==> src/rtl/sram_2048x32_req_ctrl_pkg.sv <==
// Shared definitions for the 2048x32 SRAM request controller.
//   SRAM_ADDR_W / SRAM_DATA_W : macro geometry
//   sram_grant_e              : which request stream owned the port last
//   sram_req_t                : one registered access on the macro pins
package sram_2048x32_req_ctrl_pkg;

    localparam int unsigned SRAM_ADDR_W = 11;
    localparam int unsigned SRAM_DATA_W = 32;

    typedef enum logic {
        GRANT_WRITE = 1'b0,
        GRANT_READ  = 1'b1
    } sram_grant_e;

    typedef struct packed {
        logic                   ceb;
        logic                   web;
        logic [SRAM_ADDR_W-1:0] a;
        logic [SRAM_DATA_W-1:0] d;
    } sram_req_t;

endpackage

==> src/rtl/sram_2048x32_req_ctrl_if.sv <==
// Request/response streams of the SRAM controller.
//   wr_*  : write request (valid/ready, addr, data)
//   rd_*  : read request (valid/ready, addr)
//   rsp_* : read response (valid/ready, data)
// slave is the controller side, master is the requester side.
interface sram_2048x32_req_ctrl_if
    import sram_2048x32_req_ctrl_pkg::*;
#(
    parameter int unsigned ADDR_W = SRAM_ADDR_W,
    parameter int unsigned DATA_W = SRAM_DATA_W
) ();

    logic              wr_valid;
    logic              wr_ready;
    logic [ADDR_W-1:0] wr_addr;
    logic [DATA_W-1:0] wr_data;
    logic              rd_valid;
    logic              rd_ready;
    logic [ADDR_W-1:0] rd_addr;
    logic              rsp_valid;
    logic              rsp_ready;
    logic [DATA_W-1:0] rsp_data;

    modport slave (
        input  wr_valid, wr_addr, wr_data, rd_valid, rd_addr, rsp_ready,
        output wr_ready, rd_ready, rsp_valid, rsp_data
    );

    modport master (
        output wr_valid, wr_addr, wr_data, rd_valid, rd_addr, rsp_ready,
        input  wr_ready, rd_ready, rsp_valid, rsp_data
    );

endinterface

==> src/rtl/sram_2048x32_req_ctrl_rsp_fifo.sv <==
// Read response FIFO, DEPTH x DATA_W, power-of-two depth with wrapping pointers.
//   push_i/push_data_i : write one entry (caller guarantees no overflow)
//   pop_i              : consume head when valid_o
//   valid_o/data_o     : head entry; data_o reads 0 while empty
//   count_o            : current occupancy
// A push into a full FIFO is legal when the head is popped in the same cycle.
module sram_2048x32_req_ctrl_rsp_fifo
    import sram_2048x32_req_ctrl_pkg::*;
#(
    parameter int unsigned DEPTH  = 4,
    parameter int unsigned DATA_W = SRAM_DATA_W,
    localparam int unsigned PTR_W = $clog2(DEPTH),
    localparam int unsigned CNT_W = PTR_W + 1
) (
    input  logic              clk_i,
    input  logic              rst_ni,
    input  logic              push_i,
    input  logic [DATA_W-1:0] push_data_i,
    input  logic              pop_i,
    output logic              valid_o,
    output logic [DATA_W-1:0] data_o,
    output logic [CNT_W-1:0]  count_o
);

    logic [DATA_W-1:0] mem_q [DEPTH];
    logic [PTR_W-1:0]  wptr_q, wptr_d;
    logic [PTR_W-1:0]  rptr_q, rptr_d;
    logic [CNT_W-1:0]  count_q, count_d;
    logic              pop_ok;

    assign pop_ok  = pop_i && (count_q != '0);
    assign valid_o = (count_q != '0);
    assign data_o  = valid_o ? mem_q[rptr_q] : '0;
    assign count_o = count_q;

    always_comb begin
        wptr_d  = push_i ? wptr_q + PTR_W'(1) : wptr_q;
        rptr_d  = pop_ok ? rptr_q + PTR_W'(1) : rptr_q;
        count_d = count_q;
        unique case ({push_i, pop_ok})
            2'b10:   count_d = count_q + CNT_W'(1);
            2'b01:   count_d = count_q - CNT_W'(1);
            default: count_d = count_q;
        endcase
    end

    always_ff @(posedge clk_i) begin
        if (push_i) begin
            mem_q[wptr_q] <= push_data_i;
        end
    end

    always_ff @(posedge clk_i or negedge rst_ni) begin
        if (!rst_ni) begin
            wptr_q  <= '0;
            rptr_q  <= '0;
            count_q <= '0;
        end else begin
            wptr_q  <= wptr_d;
            rptr_q  <= rptr_d;
            count_q <= count_d;
        end
    end

endmodule

==> src/rtl/sram_2048x32_req_ctrl.sv <==
// Initiator-side controller for the 2048x32 single-port SRAM macro.
//   clk_i, rst_ni          : clock (shared with macro CLK), async active-low reset
//   bus_if                 : write/read request and read response streams
//   sram_ceb_o/web_o/a_o/d_o : registered macro pins (CEB, WEB active-low)
//   sram_q_i               : macro read data, valid the cycle after a read issue
//   idle_o                 : no access on the pins, no read in flight, FIFO empty
// Write and read streams are round-robin arbitrated onto the single port; reads
// need a credit so that every issued read has a guaranteed FIFO slot.
module sram_2048x32_req_ctrl
    import sram_2048x32_req_ctrl_pkg::*;
#(
    parameter int unsigned ADDR_W    = SRAM_ADDR_W,
    parameter int unsigned DATA_W    = SRAM_DATA_W,
    parameter int unsigned RSP_DEPTH = 4
) (
    input  logic                  clk_i,
    input  logic                  rst_ni,
    sram_2048x32_req_ctrl_if.slave bus_if,
    output logic                  sram_ceb_o,
    output logic                  sram_web_o,
    output logic [ADDR_W-1:0]     sram_a_o,
    output logic [DATA_W-1:0]     sram_d_o,
    input  logic [DATA_W-1:0]     sram_q_i,
    output logic                  idle_o
);

    localparam int unsigned CNT_W = $clog2(RSP_DEPTH) + 1;
    localparam int unsigned USE_W = CNT_W + 1;

    sram_grant_e      last_grant_q, last_grant_d;
    sram_req_t        req_q, req_d;
    logic             issue_rd_q;
    logic             cap_vld_q;
    logic [1:0]       inflight_q, inflight_d;
    logic [CNT_W-1:0] fifo_count;
    logic [USE_W-1:0] slots_used;
    logic             credit;
    logic             rd_req;
    logic             grant_wr, grant_rd;

    // Every read from accept until FIFO push holds a slot, so the FIFO cannot overflow.
    assign slots_used = USE_W'(fifo_count) + USE_W'(inflight_q);
    assign credit     = slots_used < USE_W'(RSP_DEPTH);
    assign rd_req     = bus_if.rd_valid && credit;

    // A read without credit is invisible to the arbiter, so it never stalls a write.
    always_comb begin
        grant_wr = 1'b0;
        grant_rd = 1'b0;
        if (bus_if.wr_valid && rd_req) begin
            if (last_grant_q == GRANT_READ) begin
                grant_wr = 1'b1;
            end else begin
                grant_rd = 1'b1;
            end
        end else if (bus_if.wr_valid) begin
            grant_wr = 1'b1;
        end else if (rd_req) begin
            grant_rd = 1'b1;
        end
    end

    assign bus_if.wr_ready = grant_wr;
    assign bus_if.rd_ready = grant_rd && credit;

    always_comb begin
        last_grant_d = last_grant_q;
        if (grant_wr) begin
            last_grant_d = GRANT_WRITE;
        end else if (grant_rd) begin
            last_grant_d = GRANT_READ;
        end
    end

    // Address/data hold their last value between accesses to avoid pin toggling.
    always_comb begin
        req_d     = req_q;
        req_d.ceb = 1'b1;
        req_d.web = 1'b1;
        if (grant_wr) begin
            req_d.ceb = 1'b0;
            req_d.web = 1'b0;
            req_d.a   = bus_if.wr_addr;
            req_d.d   = bus_if.wr_data;
        end else if (grant_rd) begin
            req_d.ceb = 1'b0;
            req_d.a   = bus_if.rd_addr;
        end
    end

    always_comb begin
        inflight_d = inflight_q;
        unique case ({grant_rd, cap_vld_q})
            2'b10:   inflight_d = inflight_q + 2'd1;
            2'b01:   inflight_d = inflight_q - 2'd1;
            default: inflight_d = inflight_q;
        endcase
    end

    always_ff @(posedge clk_i or negedge rst_ni) begin
        if (!rst_ni) begin
            last_grant_q <= GRANT_READ;
            req_q        <= '{ceb: 1'b1, web: 1'b1, a: '0, d: '0};
            issue_rd_q   <= 1'b0;
            cap_vld_q    <= 1'b0;
            inflight_q   <= 2'd0;
        end else begin
            last_grant_q <= last_grant_d;
            req_q        <= req_d;
            issue_rd_q   <= grant_rd;
            cap_vld_q    <= issue_rd_q;
            inflight_q   <= inflight_d;
        end
    end

    assign sram_ceb_o = req_q.ceb;
    assign sram_web_o = req_q.web;
    assign sram_a_o   = req_q.a;
    assign sram_d_o   = req_q.d;

    // cap_vld_q marks the cycle in which sram_q_i carries the issued read's data.
    sram_2048x32_req_ctrl_rsp_fifo #(
        .DEPTH  (RSP_DEPTH),
        .DATA_W (DATA_W)
    ) u_rsp_fifo (
        .clk_i       (clk_i),
        .rst_ni      (rst_ni),
        .push_i      (cap_vld_q),
        .push_data_i (sram_q_i),
        .pop_i       (bus_if.rsp_ready),
        .valid_o     (bus_if.rsp_valid),
        .data_o      (bus_if.rsp_data),
        .count_o     (fifo_count)
    );

    assign idle_o = req_q.ceb && (inflight_q == 2'd0) && (fifo_count == '0);

endmodule

==> src/flat_wrapper.sv <==
// flat-port wrapper written by rule: the top's interface ports become plain ports
module sram_2048x32_req_ctrl_flat import sram_2048x32_req_ctrl_pkg::*;
#(
    parameter int unsigned ADDR_W    = SRAM_ADDR_W,
    parameter int unsigned DATA_W    = SRAM_DATA_W,
    parameter int unsigned RSP_DEPTH = 4
)
  (clk_i, rst_ni, sram_ceb_o, sram_web_o, sram_a_o, sram_d_o, sram_q_i, idle_o, bus_if_wr_valid, bus_if_wr_addr, bus_if_wr_data, bus_if_rd_valid, bus_if_rd_addr, bus_if_rsp_ready, bus_if_wr_ready, bus_if_rd_ready, bus_if_rsp_valid, bus_if_rsp_data);
  sram_2048x32_req_ctrl_if #(.ADDR_W(ADDR_W), .DATA_W(DATA_W)) bus_if_i ();
  input  logic clk_i;
  input  logic rst_ni;
  output logic sram_ceb_o;
  output logic sram_web_o;
  output logic [ADDR_W-1:0] sram_a_o;
  output logic [DATA_W-1:0] sram_d_o;
  input  logic [DATA_W-1:0] sram_q_i;
  output logic idle_o;
  input wire logic [$bits(bus_if_i.wr_valid)-1:0] bus_if_wr_valid;
  input wire logic [$bits(bus_if_i.wr_addr)-1:0] bus_if_wr_addr;
  input wire logic [$bits(bus_if_i.wr_data)-1:0] bus_if_wr_data;
  input wire logic [$bits(bus_if_i.rd_valid)-1:0] bus_if_rd_valid;
  input wire logic [$bits(bus_if_i.rd_addr)-1:0] bus_if_rd_addr;
  input wire logic [$bits(bus_if_i.rsp_ready)-1:0] bus_if_rsp_ready;
  output wire logic [$bits(bus_if_i.wr_ready)-1:0] bus_if_wr_ready;
  output wire logic [$bits(bus_if_i.rd_ready)-1:0] bus_if_rd_ready;
  output wire logic [$bits(bus_if_i.rsp_valid)-1:0] bus_if_rsp_valid;
  output wire logic [$bits(bus_if_i.rsp_data)-1:0] bus_if_rsp_data;
  assign bus_if_i.wr_valid = bus_if_wr_valid;
  assign bus_if_i.wr_addr = bus_if_wr_addr;
  assign bus_if_i.wr_data = bus_if_wr_data;
  assign bus_if_i.rd_valid = bus_if_rd_valid;
  assign bus_if_i.rd_addr = bus_if_rd_addr;
  assign bus_if_i.rsp_ready = bus_if_rsp_ready;
  assign bus_if_wr_ready = bus_if_i.wr_ready;
  assign bus_if_rd_ready = bus_if_i.rd_ready;
  assign bus_if_rsp_valid = bus_if_i.rsp_valid;
  assign bus_if_rsp_data = bus_if_i.rsp_data;
  sram_2048x32_req_ctrl #(.ADDR_W(ADDR_W), .DATA_W(DATA_W), .RSP_DEPTH(RSP_DEPTH)) u_core (.clk_i(clk_i), .rst_ni(rst_ni), .bus_if(bus_if_i), .sram_ceb_o(sram_ceb_o), .sram_web_o(sram_web_o), .sram_a_o(sram_a_o), .sram_d_o(sram_d_o), .sram_q_i(sram_q_i), .idle_o(idle_o));
endmodule
==> config.mk <==
export PLATFORM = sky130hd
export DESIGN_NAME = sram_2048x32_req_ctrl_flat
export DESIGN_NICKNAME = d
export VERILOG_FILES = /design/src/rtl/sram_2048x32_req_ctrl_pkg.sv /design/src/rtl/sram_2048x32_req_ctrl_if.sv /design/src/rtl/sram_2048x32_req_ctrl_rsp_fifo.sv /design/src/rtl/sram_2048x32_req_ctrl.sv /design/src/flat_wrapper.sv
export SDC_FILE = /design/constraint.sdc
export NUM_CORES = 1
export LEC_CHECK = 0
export ABC_CLOCK_PERIOD_IN_PS = 2300
export BUFFER_PORTS_ARGS = -buffer_cell sky130_fd_sc_hd__buf_2
export CORE_MARGIN = 10
export CORE_UTILIZATION = 39
export CTS_CLUSTER_DIAMETER = 60
export DETAILED_ROUTE_END_ITERATION = 6
export PLACE_DENSITY_LB_ADDON = 0.15
export SYNTH_ARGS = -nofsm -noshare
export SYNTH_HDL_FRONTEND = slang
export SYNTH_SLANG_ARGS = --single-unit
==> constraint.sdc <==
create_clock -name clk_i -period 2.3 [get_ports clk_i]
set_input_delay 0.345 -clock clk_i [delete_from_list [all_inputs] [get_ports clk_i]]
set_output_delay 0.345 -clock clk_i [all_outputs]
set_load 0.005 [all_outputs]
==> results_dict.tcl <==
set metrics [dict create \
    outcome "finished, final reports clean" \
    clk_pin_slew_worst_paths_ps 70 \
    syn-num-nets 513 \
    synth_area_leaders "edfxtp_1, dfrtp_1, mux4_2" \
    critPathMaxStageDelay_ps 390 \
    total_power_mw 11.6 \
    worstHoldStart "bus_if_wr_data[20]" \
    yosys.area.top_type "edfxtp_1" \
    postLayoutCoreUtil_pct 50.9 \
    hold_class "input pin to flip-flop" \
    clockBufferDepth 2 \
    regToRegSetupSlack_ps 120 \
    max_freq_mhz 442 \
    routed_wl_um 17000 \
    wl_per_cell_um 19.9 \
    syn_area_per_cell_um2 18.0 \
    maxCapViolCount 0 \
    gp_congestion 0.784 \
    relSlewSlack_pct 64.4 \
    die_x_um 158 \
    async_flop_share_pct 30.8 \
    ys_types 32 \
    antenna_cells 0 \
    fin_skew_ps 11.2 \
    clkSinkCount 185 \
    rsz0062_at_grt "true" \
    ir_drop_uv 544 \
    antenna_found_initial 2 \
    power_per_cell_area_nw_per_um2 1220 \
    finalCritPeriodShare_pct 98.3 \
    synthToLayoutAreaGrowth_pct 28.2 \
    yosys-top-cells-count "edfxtp_1, dfrtp_1, and2_1" \
    ys_seq_area_share_pct 71.0 \
    cts_tree "built" \
    grt_pass1_vias 4744 \
    p_leak_nw 3.70 \
    grt_start_max_net_pins 38 \
    worstRegToRegCells 7 \
    overflow 0 \
    hold_ws_ps 127 \
    drive_gt1_share_pct 50.6 \
    drc 0 \
    crit_fanout 2 \
    grt_pass1_wl_um 26200 \
    yosys.area.top_type_share_pct 51.7 \
    ant_nets 0 \
    period_minus_slack_ps 2260 \
    slew_viol_final 0 \
    hold_path_end "u_core.sram_d_o[20]$_DFFE_PN0N_" \
    start_util_pct 39.7 \
    ys.warnings.count 0 \
    die-area_um2 25000 \
    cp-start-kind "flip-flop" \
    worstSkewPairLatency_ps 430 \
    synth_area_um2 7430 \
    r2r_end "u_core.sram_d_o[1]$_DFFE_PN0N_" \
    ctsHtreeMaxLevel 4 \
    cp_cell_sequence "ha_2, or3b_4, o31ai_4, buf_12, inv_4, buf_6" \
    rows 50 \
    vias_per_cell 5.02 \
    r2r_start "u_core.u_rsp_fifo.count_o[1]$_DFFE_PN0P_" \
    synth_enable_flop_cells 128 \
    synth-seq-cells 185 \
    post-dp-hpwl_um 11200 \
    cts_root_buffer "clkbuf_16" \
    drt_pass1_iterations 4 \
    yosysMostFrequentCell "edfxtp_1" \
    synth_ff_type "edfxtp_1" \
    finalSetupViolCount 0 \
    post-place-ws_ps 195 \
    final_nets 705 \
    grtUsageTotal_pct 14.0 \
    endpoint_kind "primary output" \
    cp.arrival_ps 1920 \
    core-area_um2 18700 \
    hold_viol_final 0 \
    whs_path_depth 2 \
    vias 4278 \
    fin_ws_ps 38.0 \
    n_fill_cell 1611 \
    synthCells 414 \
    io_pins 172 \
    required_ps 1960 \
    numCtsBuffers 17 \
    cpMaxStageDelayCell "or3b_4" \
    io_buffers 171 \
    tightest_slew_ps 521 \
    drt-initial-drc-count 153 \
    die_h_um 158 \
    path_class "flip-flop to primary output" \
]
how the worst max path moves through the flow:
| stage | start | endpoint | cells past startpoint |
|---|---|---|---|
| after detailed placement | u_core.inflight_q[1]$_DFFE_PN0P_ | bus_if_wr_ready | 6 |
| after global placement | u_core.inflight_q[1]$_DFFE_PN0P_ | bus_if_wr_ready | 6 |
| final | u_core.u_rsp_fifo.count_o[1]$_DFFE_PN0P_ | bus_if_wr_ready | 6 |
| after CTS | u_core.inflight_q[1]$_DFFE_PN0P_ | bus_if_wr_ready | 6 |
| after floorplan | u_core.inflight_q[1]$_DFFE_PN0P_ | u_core.inflight_q[1]$_DFFE_PN0P_ | 8 |
| after global routing | u_core.u_rsp_fifo.count_o[1]$_DFFE_PN0P_ | bus_if_wr_ready | 6 |
stage by stage:
stage / cell area (um2) / instances / setup TNS (ps)
after floorplan: 7430 / 414 / 0
after global placement: 8670 / 808 / 0
after detailed placement: 8670 / 808 / 0
after CTS: 9390 / 849 / -86.7
after global routing: 9530 / 853 / -249
final: 9530 / 853 / 0
placed cells by master, fill, tap and decap left out, drive strengths merged, types with 14 or more instances in the layout:
cell type / instances
a21oi: 14
and2: 37
buf: 196
clkbuf: 26
dfrtp: 54
edfxtp: 128
mux2: 32
mux4: 32
cells by family (layout without fill, tap and decap cells):
kind of cell    count (synthesis)  in the layout  share of synthesized area, %
flops                         185            185                          71.0
simple gates                   72             72                          5.83
mux                            65             65                          14.7
compound gates                 40             40                          3.87
buf+inv                        35            240                          2.15
xor+xnor                        9              9                          1.06
fa+ha+maj                       8              8                          1.45
flip-flops by register name, summed over array words and instances (netlist names):
register,count
u_core.cap_vld_q,1
u_core.inflight_q,2
u_core.issue_rd_q,1
u_core.last_grant_q,1
u_core.sram_a_o,11
u_core.sram_ceb_o,1
u_core.sram_d_o,32
u_core.sram_web_o,1
u_core.u_rsp_fifo.count_o,3
u_core.u_rsp_fifo.mem_q,128
u_core.u_rsp_fifo.rptr_q,2
u_core.u_rsp_fifo.wptr_q,2
cell type report:
class / count / area, um2 / share of cell area, %
Tap cell: 234 / 293 / 3.07
Multi-Input combinational cell: 194 / 2050 / 21.5
Clock inverter: 8 / 82.6 / 0.867
Clock buffer: 24 / 515 / 5.41
Inverter: 8 / 32.5 / 0.341
Sequential cell: 185 / 5280 / 55.4
Timing Repair Buffer: 200 / 1280 / 13.4
report_power, final:
group          total [mW]  switching, mW  internal [mW]
Sequential           4.65          0.372           4.28
Clock                2.90           1.20           1.70
Combinational        4.07           1.82           2.25
Total                11.6           3.40           8.22
repair_timing:
| item | in CTS | in global routing |
|---|---|---|
| setup buffers | 7 | 2 |
| setup endpoints to repair | 7 | 24 |
| resized for setup | 7 | 16 |
| hold endpoints to repair | 18 | 0 |
| pin swaps | 3 | 6 |
| cloned | 1 | 2 |
| hold buffers | 1 | 0 |
routing by layer:
| layer | vias to the layer above | GRT usage, % | wire length, um |
|---|---|---|---|
| met3 | 14 | 7.22 | 1770 |
| li1 | 1985 | - | - |
| met2 | 156 | 21.9 | 7940 |
| met5 | - | 0 | 27 |
| met4 | 4 | 4.37 | 149 |
| met1 | 2119 | 16.3 | 7080 |
critical path, delay by kind of cell, from the launching register on:
family,cells,cell delay (ps)
compound gates,1,250
fa+ha+maj,1,200
simple gates,1,390
flops,1,380
buf+inv,3,280
No activity file was read; power rests on OpenSTA's default activity.
